==> src/rtl/vga_timing_gen.sv <==
// VGA raster timing generator: pixel/line counters, sync, active flag, line/frame strobes, RGB blanking.
// Define VGA_FRAME_CTR_EN to add the frame_count output.
module vga_timing_gen #(
  parameter int H_ACTIVE  = 100,
  parameter int H_FP      = 7,
  parameter int H_SYNC    = 15,
  parameter int H_BP      = 8,
  parameter int V_ACTIVE  = 600,
  parameter int V_FP      = 37,
  parameter int V_SYNC    = 6,
  parameter int V_BP      = 23,
  parameter bit HSYNC_POL = 1'b0,
  parameter bit VSYNC_POL = 1'b0,
  parameter int FRAME_W   = 8,
  localparam int H_TOTAL  = H_ACTIVE + H_FP + H_SYNC + H_BP,
  localparam int V_TOTAL  = V_ACTIVE + V_FP + V_SYNC + V_BP,
  localparam int HW       = $clog2(H_TOTAL),
  localparam int VW       = $clog2(V_TOTAL)
) (
  input  logic          clk,
  input  logic          reset_n,
  input  logic          pix_ce,
  input  logic [2:0]    rgb_in,
  output logic [HW-1:0] hcount,
  output logic [VW-1:0] vcount,
  output logic          hsync,
  output logic          vsync,
  output logic          active,
  output logic          line_start,
  output logic          frame_start,
`ifdef VGA_FRAME_CTR_EN
  output logic [FRAME_W-1:0] frame_count,
`endif
  output logic [2:0]    rgb_out
);

  if (H_ACTIVE < 1 || H_FP < 1 || H_SYNC < 1 || H_BP < 1 ||
      V_ACTIVE < 1 || V_FP < 1 || V_SYNC < 1 || V_BP < 1 || FRAME_W < 1) begin : g_param_check
    $error("vga_timing_gen: active, porch, sync and frame widths must all be nonzero");
  end

  localparam logic [HW-1:0] H_LAST   = HW'(H_TOTAL - 1);
  localparam logic [HW-1:0] H_ACT_END = HW'(H_ACTIVE);
  localparam logic [HW-1:0] HS_BEGIN = HW'(H_ACTIVE + H_FP);
  localparam logic [HW-1:0] HS_END   = HW'(H_ACTIVE + H_FP + H_SYNC);
  localparam logic [VW-1:0] V_LAST   = VW'(V_TOTAL - 1);
  localparam logic [VW-1:0] V_ACT_END = VW'(V_ACTIVE);
  localparam logic [VW-1:0] VS_BEGIN = VW'(V_ACTIVE + V_FP);
  localparam logic [VW-1:0] VS_END   = VW'(V_ACTIVE + V_FP + V_SYNC);

  logic          h_wrap, v_wrap;
  logic [HW-1:0] hcount_p0;
  logic [VW-1:0] vcount_p0;
  logic          hsync_p0, vsync_p0, active_p0;

  // Stage p0: next counter values and decodes from them, so registered outputs share one edge.
  always_comb begin
    h_wrap    = (hcount == H_LAST);
    v_wrap    = (vcount == V_LAST);
    hcount_p0 = h_wrap ? '0 : hcount + HW'(1);
    vcount_p0 = vcount;
    if (h_wrap) begin
      vcount_p0 = v_wrap ? '0 : vcount + VW'(1);
    end
    hsync_p0  = ((hcount_p0 >= HS_BEGIN) && (hcount_p0 < HS_END)) ? HSYNC_POL : ~HSYNC_POL;
    vsync_p0  = ((vcount_p0 >= VS_BEGIN) && (vcount_p0 < VS_END)) ? VSYNC_POL : ~VSYNC_POL;
    active_p0 = (hcount_p0 < H_ACT_END) && (vcount_p0 < V_ACT_END);
  end

  // Stage p1: registered raster state; strobes only live for the clock after an advance.
  always_ff @(posedge clk or negedge reset_n) begin
    if (!reset_n) begin
      hcount      <= '0;
      vcount      <= '0;
      hsync       <= ~HSYNC_POL;
      vsync       <= ~VSYNC_POL;
      active      <= 1'b1;
      line_start  <= 1'b0;
      frame_start <= 1'b0;
    end else if (pix_ce) begin
      hcount      <= hcount_p0;
      vcount      <= vcount_p0;
      hsync       <= hsync_p0;
      vsync       <= vsync_p0;
      active      <= active_p0;
      line_start  <= h_wrap;
      frame_start <= h_wrap && v_wrap;
    end else begin
      line_start  <= 1'b0;
      frame_start <= 1'b0;
    end
  end

`ifdef VGA_FRAME_CTR_EN
  always_ff @(posedge clk or negedge reset_n) begin
    if (!reset_n) begin
      frame_count <= '0;
    end else if (pix_ce && h_wrap && v_wrap) begin
      frame_count <= frame_count + FRAME_W'(1);
    end
  end
`endif

  assign rgb_out = rgb_in & {3{active}};

endmodule

==> config.mk <==
export PLATFORM = sky130hd
export DESIGN_NAME = vga_timing_gen
export DESIGN_NICKNAME = d
export VERILOG_FILES = /design/src/rtl/vga_timing_gen.sv
export SDC_FILE = /design/constraint.sdc
export NUM_CORES = 1
export LEC_CHECK = 0
export ABC_AREA = 0
export BUFFER_PORTS_ARGS = -buffer_cell sky130_fd_sc_hd__buf_2
export CORE_ASPECT_RATIO = 1.25
export CORE_MARGIN = 2
export CORE_UTILIZATION = 59
export DETAILED_ROUTE_END_ITERATION = 7
export PLACE_DENSITY = 0.85
export SYNTH_ARGS = -nofsm -noshare
export SYNTH_HDL_FRONTEND = slang
export SYNTH_SLANG_ARGS = --single-unit
==> constraint.sdc <==
create_clock -name clk -period 4.75 [get_ports clk]
set_input_delay 0.2375 -clock clk [delete_from_list [all_inputs] [get_ports clk]]
set_output_delay 0.2375 -clock clk [all_outputs]
set_load 0.005 [all_outputs]
# Word-level counts from Yosys, hierarchy flattened
# Cells that the tools add are included.
# classes
magnitude_cmp,6
reduce_logical,4
n_mux,7
bitwise_logic,1
eq_ne,2
add_sub_neg,2
# ops
operator,count
$lt 10x10->1 const B,2
$mux 10,2
$lt 8x7->1 const B,2
$add 10x1->10 const B,1
$eq 10x10->1 const B,1
$ge 10x10->1 const B,1
$add 8x1->8 const B,1
$eq 8x8->1 const B,1
$ge 8x7->1 const B,1
$mux 8,1
$logic_and 1x1->1,4
$mux 1,4
$and 3x3->3,1
# word_totals
word_cells,29
reg_bits,23
output_inout_bits,26
input_bits,6

# Logic depth before layout (Yosys ltp)
# Gate-level depths: netlist (run 1).
# depth
word_depth,6
mapped_depth,8
mapped_depth_nobuf,8

# Worst setup path after synthesis (run 1)
# Ideal clock, no wire load.
# synth_timing
path_kind,register -> register
start,register hcount[4]
end,register active
t_required_ns,4.688
period_less_slack_ns,2.328
setup_time_ns,0.062
stages_incl_launch_ff,9
n_path_buf,2
arrival_ns,2.266
setup_slack_ns,2.422
path_cell_list,dfrtp_1 -> buf_6 -> or3_1 -> buf_2 -> or4_4 -> xnor2_1 -> nor3b_1 -> o32ai_1 -> o41a_1
# synth_via
elab_chain_len,4
elab_cells_between_ends,7
classes_between,add/sub (1); order compare (2); eq/ne (1); mux (2); reduce/logical (1)
# synth_rtl
element,line,source
start: declaration,24,"output logic [HW-1:0] hcount,"
start signal: assignment,81,hcount <= hcount_p0;
$add 8x1->8 or $eq 8x8->1 (tied branches),"60, 58",
$mux 8 or $mux 10 (tied branches),"60, 62",
$lt 8x7->1 or $lt 10x10->1 (tied branches),67,active_p0 = (hcount_p0 < H_ACT_END) && (vcount_p0 < V_ACT_END);
$logic_and 1x1->1 *,67,
end signal: assignment,85,active <= active_p0;
end: declaration,28,"output logic active,"
# Every way passes the cells marked *; elsewhere a longest branch is shown, timed or not.
# A chain may end at the register's enable or synchronous reset.

# Final worst setup path (run 1)
# layout_timing
start,register hcount[3]
end,register vsync
# layout_via
elab_chain_len,5
elab_cells_between_ends,6
classes_between,order compare (2); eq/ne (1); mux (2); reduce/logical (1)
# layout_rtl
element,line,source
$eq 8x8->1 *,58,h_wrap = (hcount == H_LAST);
$mux 10 *,62,if (h_wrap) begin
$ge 10x10->1 or $lt 10x10->1 (tied branches),66,vsync_p0 = ((vcount_p0 >= VS_BEGIN) && (vcount_p0 < VS_END)) ? VSYNC_POL : ~VSYNC_POL;
$logic_and 1x1->1 *,66,
$mux 1 *,66,
end signal: assignment,76,vsync <= ~VSYNC_POL;
end signal: assignment,84,vsync <= vsync_p0;
end: declaration,27,"output logic vsync,"
# Marks and branches as above.

==> results of run 1 <==
## routing by layer
layer / part of all wire [%] / routed length (µm)
met4: 3.3 / 131
met1: 38 / 1534
met3: 6.2 / 248
met5: 0 / 0
met2: 52 / 2109
## critical path, cell delays in order (launching register included)
cell,delay [ps]
dfrtp_1,550
nor3_1,690
nand2_1,350
nor3_1,290
xor2_1,140
or3_1,370
o22a_1,180
## cells in the final DEF, fill, tap and decap left out, types with 2 or more instances in the layout
cell	n
nand3_1	10
a211oi_1	3
a2bb2oi_1	2
dfstp_2	3
xor2_1	9
clkbuf_4	3
or3_1	3
buf_2	31
nor4_1	2
nand4_1	7
nor3_1	8
and3_1	3
ha_1	4
inv_1	7
and2_1	4
o31ai_1	3
a31oi_1	4
nor2_1	20
o22ai_1	2
nand2_1	13
dfrtp_1	20
xnor2_1	11
a41oi_1	3
a21oi_1	9
o21ai_0	8
## kinds of logic after synthesis
group	share of synthesized area, %
XOR/XNOR	10.74
AO/OA/AOI/OAI	17.88
flip-flops	35.53
adder cells (fa/ha/maj)	3.070
multiplexers	1.305
AND/OR/NAND/NOR	26.09
buffers and inverters	5.372
## Yosys cell counts (2+ instances only)
master     instances
nor2_1            20
and3_1             3
a2bb2oi_1          2
nor4_1             2
o22ai_1            2
xnor2_1           11
nand4_1            7
a211oi_1           3
clkbuf_1          11
nor3_1             8
o21ai_0            8
or3_1              3
nand2_1           13
and2_1             4
xor2_1             9
a21oi_1            9
inv_1              7
ha_1               4
dfrtp_1           20
o31ai_1            3
dfstp_2            3
a31oi_1            4
a41oi_1            3
nand3_1           10
## flip-flops by register name, summed over array words and instances, names as in the netlist
name         count
active           1
frame_start      1
hcount           8
hsync            1
line_start       1
vcount          10
vsync            1
## timing repair
item | in CTS | in global routing
hold buffers | 1 | 0
hold endpoints to repair | 20 | 0
gates resized for setup | 0 | 0
## how the worst max path moves through the flow
stage / to
floorplan: active$_DFFE_PN1P_
global placement: vsync$_DFFE_PN1P_
detailed placement: vsync$_DFFE_PN1P_
CTS: vsync$_DFFE_PN1P_
global route: active$_DFFE_PN1P_
finish: vsync$_DFFE_PN1P_
## stage by stage
stage | total power [mW] | utilization, % | area [µm²] | instances | worst slack (ps)
detailed placement | 0.6642 | 66.71 | 1770 | 245 | 2179
global placement | 0.6452 | 66.71 | 1770 | 245 | 2213
finish | 0.7590 | 68.08 | 1807 | 250 | 2116
global route | 0.8140 | 68.08 | 1807 | 250 | 1903
CTS | 0.7586 | 68.08 | 1807 | 250 | 2147
floorplan | 0.5632 | - | 1630 | 193 | 2422
## power breakdown
group | total [mW] | internal (mW) | switching, mW | leakage (nW)
combinational | 0.327 | 0.147 | 0.180 | 0.467
sequential | 0.339 | 0.239 | 0.0995 | 0.282
clock | 0.0932 | 0.0329 | 0.0603 | 0.0150
total | 0.759 | 0.419 | 0.340 | 0.764
## final cells by class
| cell class | instances | area share (%) |
|---|---|---|
| Multi-Input combinational cell | 149 | 53.32 |
| Sequential cell | 23 | 32.06 |
| Timing Repair Buffer | 32 | 9.141 |
| Tap cell | 34 | 2.355 |
| Inverter | 8 | 1.662 |
| Clock buffer | 4 | 1.454 |
==> impl_metrics.ini, run 1 <==
[outcome]
status = completed

[clock_tree]
clock_path_buffers = 2
cts_tree = yes
numCtsBuffers = 3
cts-root-buf = clkbuf_4
cts_setup_buffers = 0
clk_pin_slew_ps = 130
clock-sinks = 23
clk_latency_ps = 320
cts_max_level = 1

[sta]
finalMaxSlewViolations = 0
fmax_mhz = 379.6
rsz0062_at_grt = no
finalHoldViolations = 0
setup_tns_ps = 0
skew_ps = 6.183
fin_crit_sh_pct = 55.46
max_slew_margin_pct = 48.53
holdWs_ps = 342.1
worst_pin_slew_ps = 766.1
fin_crit_ps = 2634
setup_viol = 0

[setup_path]
timing.rr.end = vsync$_DFFE_PN1P_
r2r-start = hcount[3]$_DFFE_PN0P_
worstRegToRegCells = 6
worst_ep_required_time_ps = 5010
cp-end-kind = register
worstPathArrival_ps = 2890
path_max_fanout = 13
crit_type = register to register
worstSetupStartpointType = register
crit_start = hcount[3]$_DFFE_PN0P_
rrSetupSlack_ps = 2120

[placement]
gp_congestion = 1.013
dp_hpwl_mm = 3.033
port_buffers = 31

[synthesis]
netlist_area_um2 = 1630
ys_ff_latch = 23
ys_seq_area_share_pct = 35.53
synth_ff_type = dfrtp_1
synthesis.nets = 203
syn_avg_cell_area_um2 = 8.447
synthTopCellsByArea = dfrtp_1, xnor2_1, dfstp_2
synth_edf_count = 0
synth_area_leader_cell = dfrtp_1
ys_warn_count = 0
synth.top_cell.area_share_pct = 30.70
async_flop_share_pct = 100.0
syn_inst = 193
synth.distinct_cells = 48

[global_route]
use_met1_pct = 32.76
grt_use_met2_pct = 47.89
grt_util_all_layers_pct = 27.46
grt_pass1_wl_mm = 6.803
grt_util_met3_pct = 2.871
antenna_found_initial = 0
busiest_layer = met2
grt_max_degree = 24
grt-ovfl-total = 0
first_global_vias = 1513

[pwr]
leakage_nw = 0.7638
p_per_area_nw_per_um2 = 420.1
peakVddDrop_v = 0.0002588

[finish]
area_growth_pct = 10.82
layout-drive-gt1-share_pct = 18.98
multi_input_area_um2 = 963.4
fillerInstances = 220
nets = 227
seq_area_um2 = 579.3
n_antenna_cell = 0

[detailed_routing]
dr.pass1.iters = 4
drc = 0
num_vias = 1574
via_per_inst = 6.296
antenna_left = 0
wirelength_mm = 4.023
dr.first_iter.drc_count = 76
drt-wirelength-per-cell_um = 16.09

[min_path]
hold_path_startpoint = pix_ce
worstHoldEndpoint = hsync$_DFFE_PN1P_
hp-class = input pin to register
hold_depth = 3

[floorplanning]
die_w_um = 51.02
core_region_area_um2 = 2654
dieArea_um2 = 3202
rows = 21
io_pins = 32
fp.dieH_um = 62.77
start_util_pct = 61.43

[flow_run]
drv_cap = 0
(Power assumes the default switching activity.)
==> run 2: changes to the inputs <==
Settings changed: CORE_UTILIZATION 59 to 55, PLACE_DENSITY 0.85 to 0.8.
Clock period 4.75 ns to 2.57 ns, I/O delays scaled along.
==> impl_metrics.ini, run 2 (synthesis gave the netlist of run 1 again) <==
[outcome]
status = completed

[sta]
worst_pin_slew_ps = 524.9
fmax_mhz = 427.6
holdWs_ps = 228.4
finalMaxSlewViolations = 0
rsz0062_at_grt = no
timing.final.ws_setup_ps = 231.5
fin_crit_ps = 2338
finalHoldViolations = 0
fin_crit_sh_pct = 90.99
max_slew_margin_pct = 65.01
setup_viol = 0
skew_ps = 3.637
setup_tns_ps = 0

[finish]
n_antenna_cell = 0
fillerInstances = 254
layout_common_cells = buf_2, nor2_1, dfrtp_1, nand2_1, xnor2_1
largest_register_ff_count = 10
reg_top3 = vcount: 10 flops, hcount: 8 flops
layout-drive-gt1-share_pct = 22.67
instances_no_fill = 261
fin_util_pct = 64.98
layout_commonest_cell = buf_2
top_register = vcount
nets = 236
area_growth_pct = 15.20

[pwr]
peakVddDrop_v = 0.0005913
p_per_area_nw_per_um2 = 779.3
leakage_nw = 0.8111

[setup_path]
cpPeakStageDelay_ps = 590
path_max_fanout = 5
cp-end-kind = register
worstPathArrival_ps = 2600
slowest_stage = or4_4
crit_start = hcount[1]$_DFFE_PN0P_
crit_type = register to register
worstSetupStartpointType = register
r2r-start = hcount[1]$_DFFE_PN0P_
crit_chain = inv_1 > ha_1 > nand4bb_1 > or4_4 > xnor2_1 > nor3b_1 > o32ai_1 > o41a_1
worst_ep_required_time_ps = 2840

[min_path]
hold_path_startpoint = pix_ce
hp-class = input pin to register

[placement]
dpl.cell_count = 256
dp_hpwl_mm = 3.133
post-place-ws_ps = 279.8
gp_congestion = 1.032
port_buffers = 31

[global_route]
grt_max_degree = 24
first_global_vias = 1460
grt-ovfl-total = 0
antenna_found_initial = 0
grt_pass1_wl_mm = 7.003
grt_util_all_layers_pct = 27.05

[clock_tree]
cts_resized = 0
clock-sinks = 23
clk_latency_ps = 310
clk_pin_slew_ps = 140
cts_tree = yes
cts-root-buf = clkbuf_4
cts_max_level = 1
cts_setup_buffers = 0
numCtsBuffers = 3
clock_path_buffers = 2
cts_hold_buf = 1

[detailed_routing]
wirelength_mm = 4.209
via_per_inst = 6.199
dr.pass1.iters = 4
antenna_left = 0
dr.first_iter.drc_count = 69
drt-wirelength-per-cell_um = 16.13
drc = 0
num_vias = 1618

[floorplanning]
core_region_area_um2 = 2890
rows = 22
dieArea_um2 = 3418
io_pins = 32
fp.dieH_um = 64.87
die_w_um = 52.70
start_util_pct = 56.41

[flow_run]
drv_cap = 0
## run 2: cell count changes in the layout (fill, tap and decap cells not counted)
cell,change
buf_4,+9
clkinv_2,+1
clkbuf_1,-1
## run 2: area by class of cell
cell class / count / area [µm²] / share of cell area (%)
repair buffers: 41 / 232.7 / 12.39
clock inverters: 1 / 5.005 / 0.2665
flip-flops and latches: 23 / 579.3 / 30.85
multi-input cells: 149 / 963.4 / 51.30
clock buffers: 3 / 22.52 / 1.199
well taps: 36 / 45.04 / 2.398
inverters: 8 / 30.03 / 1.599
## run 2: worst max-delay path, delay by kind of cell, from the launching register on
family          cells  cell delay (ps)
simple gates        3              910
compound gates      2              460
flops               1              450
xor+xnor            1              200
fa+ha+maj           1              190
buf+inv             1               90
## run 2: power breakdown
group | leakage (nW) | switching [mW] | internal (mW)
combinational | 0.512 | 0.403 | 0.328
clock | 0.0177 | 0.118 | 0.0582
sequential | 0.282 | 0.114 | 0.443
total | 0.811 | 0.635 | 0.829
## run 2: metal layers
layer / vias up / track usage, % / part of all wire [%]
met3: 8 / 3.226 / 4.2
li1: 761 / - / -
met4: 0 / 11.54 / 2.3
met5: - / 0 / 0
met1: 788 / 34.60 / 42
met2: 61 / 45.00 / 52
## run 2: per-stage QoR
step	area [µm²]	power [mW]
4_1_cts	1878	1.459
5_1_grt	1878	1.582
3_3_place_gp	1841	1.258
3_5_place_dp	1841	1.281
2_1_floorplan	1630	1.041
6_report	1878	1.464
## run 2: path summary, 6_finish.rpt
path	depth (start not counted)	to	slack, ps
worst max-delay path	8	active$_DFFE_PN1P_	230
worst min-delay path	3	hsync$_DFFE_PN1P_	230
worst max register to register	8	active$_DFFE_PN1P_	230
worst min register to register	2	hsync$_DFFE_PN1P_	510
max in group asynchronous	2	active$_DFFE_PN1P_	1900
min in group asynchronous	2	vcount[2]$_DFFE_PN0P_	300
==> run 3: changes to the inputs <==
Settings changed: PLACE_DENSITY 0.8 to not set, PLACE_DENSITY_LB_ADDON set to 0.08.
==> impl_metrics.ini, run 3 (synthesis gave the netlist of run 1 again) <==
[outcome]
status = completed

[pwr]
power_switching_mw = 0.6367
peakVddDrop_v = 0.0005757
p_per_area_nw_per_um2 = 776.0
pwr-share-clk_pct = 11.5
seqPwrFrac_pct = 37.7
pwr-share-comb_pct = 50.8
internal-power_mw = 0.8371
switching_share_pct = 43.20
leakage_nw = 0.8240

[setup_path]
worst_ep_required_time_ps = 2820
cp-end-kind = register
crit_start = hcount[2]$_DFFE_PN0P_
worstSetupStartpointType = register
r2r-start = hcount[2]$_DFFE_PN0P_
rrSetupSlack_ps = 210
worstPathArrival_ps = 2610
path_max_fanout = 6
timing.rr.end = active$_DFFE_PN1P_
worstRegToRegCells = 6
crit_type = register to register

[sta]
worst_pin_slew_ps = 550.5
fin_crit_sh_pct = 91.79
setup_viol = 0
finalHoldViolations = 0
rsz0062_at_grt = no
timing.final.ws_setup_ps = 211.0
finalMaxSlewViolations = 0
max_slew_margin_pct = 63.30
skew_ps = 8.541
fmax_mhz = 423.9
fin_crit_ps = 2359
setup_tns_ps = 0

[finish]
layout-drive-gt1-share_pct = 23.25
layout_commonest_cell = buf_2
fillerInstances = 264
n_antenna_cell = 0
area_growth_pct = 16.50
top_register = vcount
seq_area_um2 = 579.3
multi_input_area_um2 = 963.4
reg_top3 = vcount: 10 flops, hcount: 8 flops
fin_util_pct = 65.71
layout_common_cells = buf_2, nor2_1, dfrtp_1, nand2_1, buf_4
nets = 239
largest_register_ff_count = 10

[floorplanning]
io_pins = 32
die_w_um = 52.70
core_region_area_um2 = 2890
rows = 22
fp.dieH_um = 64.87
dieArea_um2 = 3418
start_util_pct = 56.41

[global_route]
antenna_found_initial = 0
first_global_vias = 1509
grt-ovfl-total = 0
use_met1_pct = 31.82
grt_util_all_layers_pct = 26.49
grt_use_met2_pct = 46.09
busiest_layer = met2
grt_util_met3_pct = 3.226
grt_pass1_wl_mm = 6.934
grt_max_degree = 24

[clock_tree]
cts_setup_buffers = 0
clock-sinks = 23
clk_latency_ps = 310
numCtsBuffers = 3
cts_resized = 0
clock_path_buffers = 2
cts_tree = yes
cts-root-buf = clkbuf_4
cts_hold_buf = 1
clk_pin_slew_ps = 130
cts_max_level = 1

[detailed_routing]
dr.pass1.iters = 4
via_per_inst = 6.076
drc = 0
dr.first_iter.drc_count = 62
num_vias = 1604
drt-wirelength-per-cell_um = 15.94
wirelength_mm = 4.209
antenna_left = 0

[placement]
gp_congestion = 0.9570
post-place-ws_ps = 280.5
port_buffers = 31
dp_hpwl_mm = 3.165

[min_path]
hold_depth = 3
hold_path_startpoint = pix_ce
hp-class = input pin to register
worstHoldEndpoint = hcount[0]$_DFFE_PN0P_

[flow_run]
drv_cap = 0
## run 3: power groups by stage
stage                     sequential [mW]  combinational, mW  clock [mW]
final                               0.555              0.748       0.170
after global placement              0.556              0.718           0
after detailed placement            0.562              0.737           0
after floorplan                     0.550              0.491           0
after CTS                           0.555              0.743       0.172
after global routing                0.570              0.838       0.190
## run 3: how the worst max path moves through the flow
stage,to,slack (ps),cells past startpoint
final,active$_DFFE_PN1P_,210,6
after global routing,active$_DFFE_PN1P_,120,6
after CTS,active$_DFFE_PN1P_,240,6
after detailed placement,active$_DFFE_PN1P_,280,6
after global placement,active$_DFFE_PN1P_,330,6
after floorplan,active$_DFFE_PN1P_,240,8
## run 3: cell type report
cell class / count / area share, %
multi-input cells: 149 / 50.72
flip-flops and latches: 23 / 30.50
repair buffers: 44 / 13.44
well taps: 36 / 2.372
inverters: 8 / 1.581
clock buffers: 4 / 1.383
## run 3: per-stage QoR
step                      area [µm²]  cells  hold WS (ps)  total power, mW
after global placement          1863    259         118.5            1.274
after CTS                       1899    264         243.5            1.470
after global routing            1899    264         242.8            1.598
after detailed placement        1863    259         138.1            1.299
after floorplan                 1630    193        -167.1            1.041
final                           1899    264         247.0            1.474
## run 3: layer usage
metal | vias to the layer above | part of all wire, %
li1 | 774 | -
met4 | 0 | 2.4
met2 | 36 | 52
met5 | - | 0
met1 | 782 | 42
met3 | 12 | 3.1
## run 3: critical path: stages, from the launching register on
cell and delay [ps]:
dfrtp_1 400, or3_1 460, or4_4 610, xnor2_1 190, nor3b_1 170, o32ai_1 280, o41a_1 190
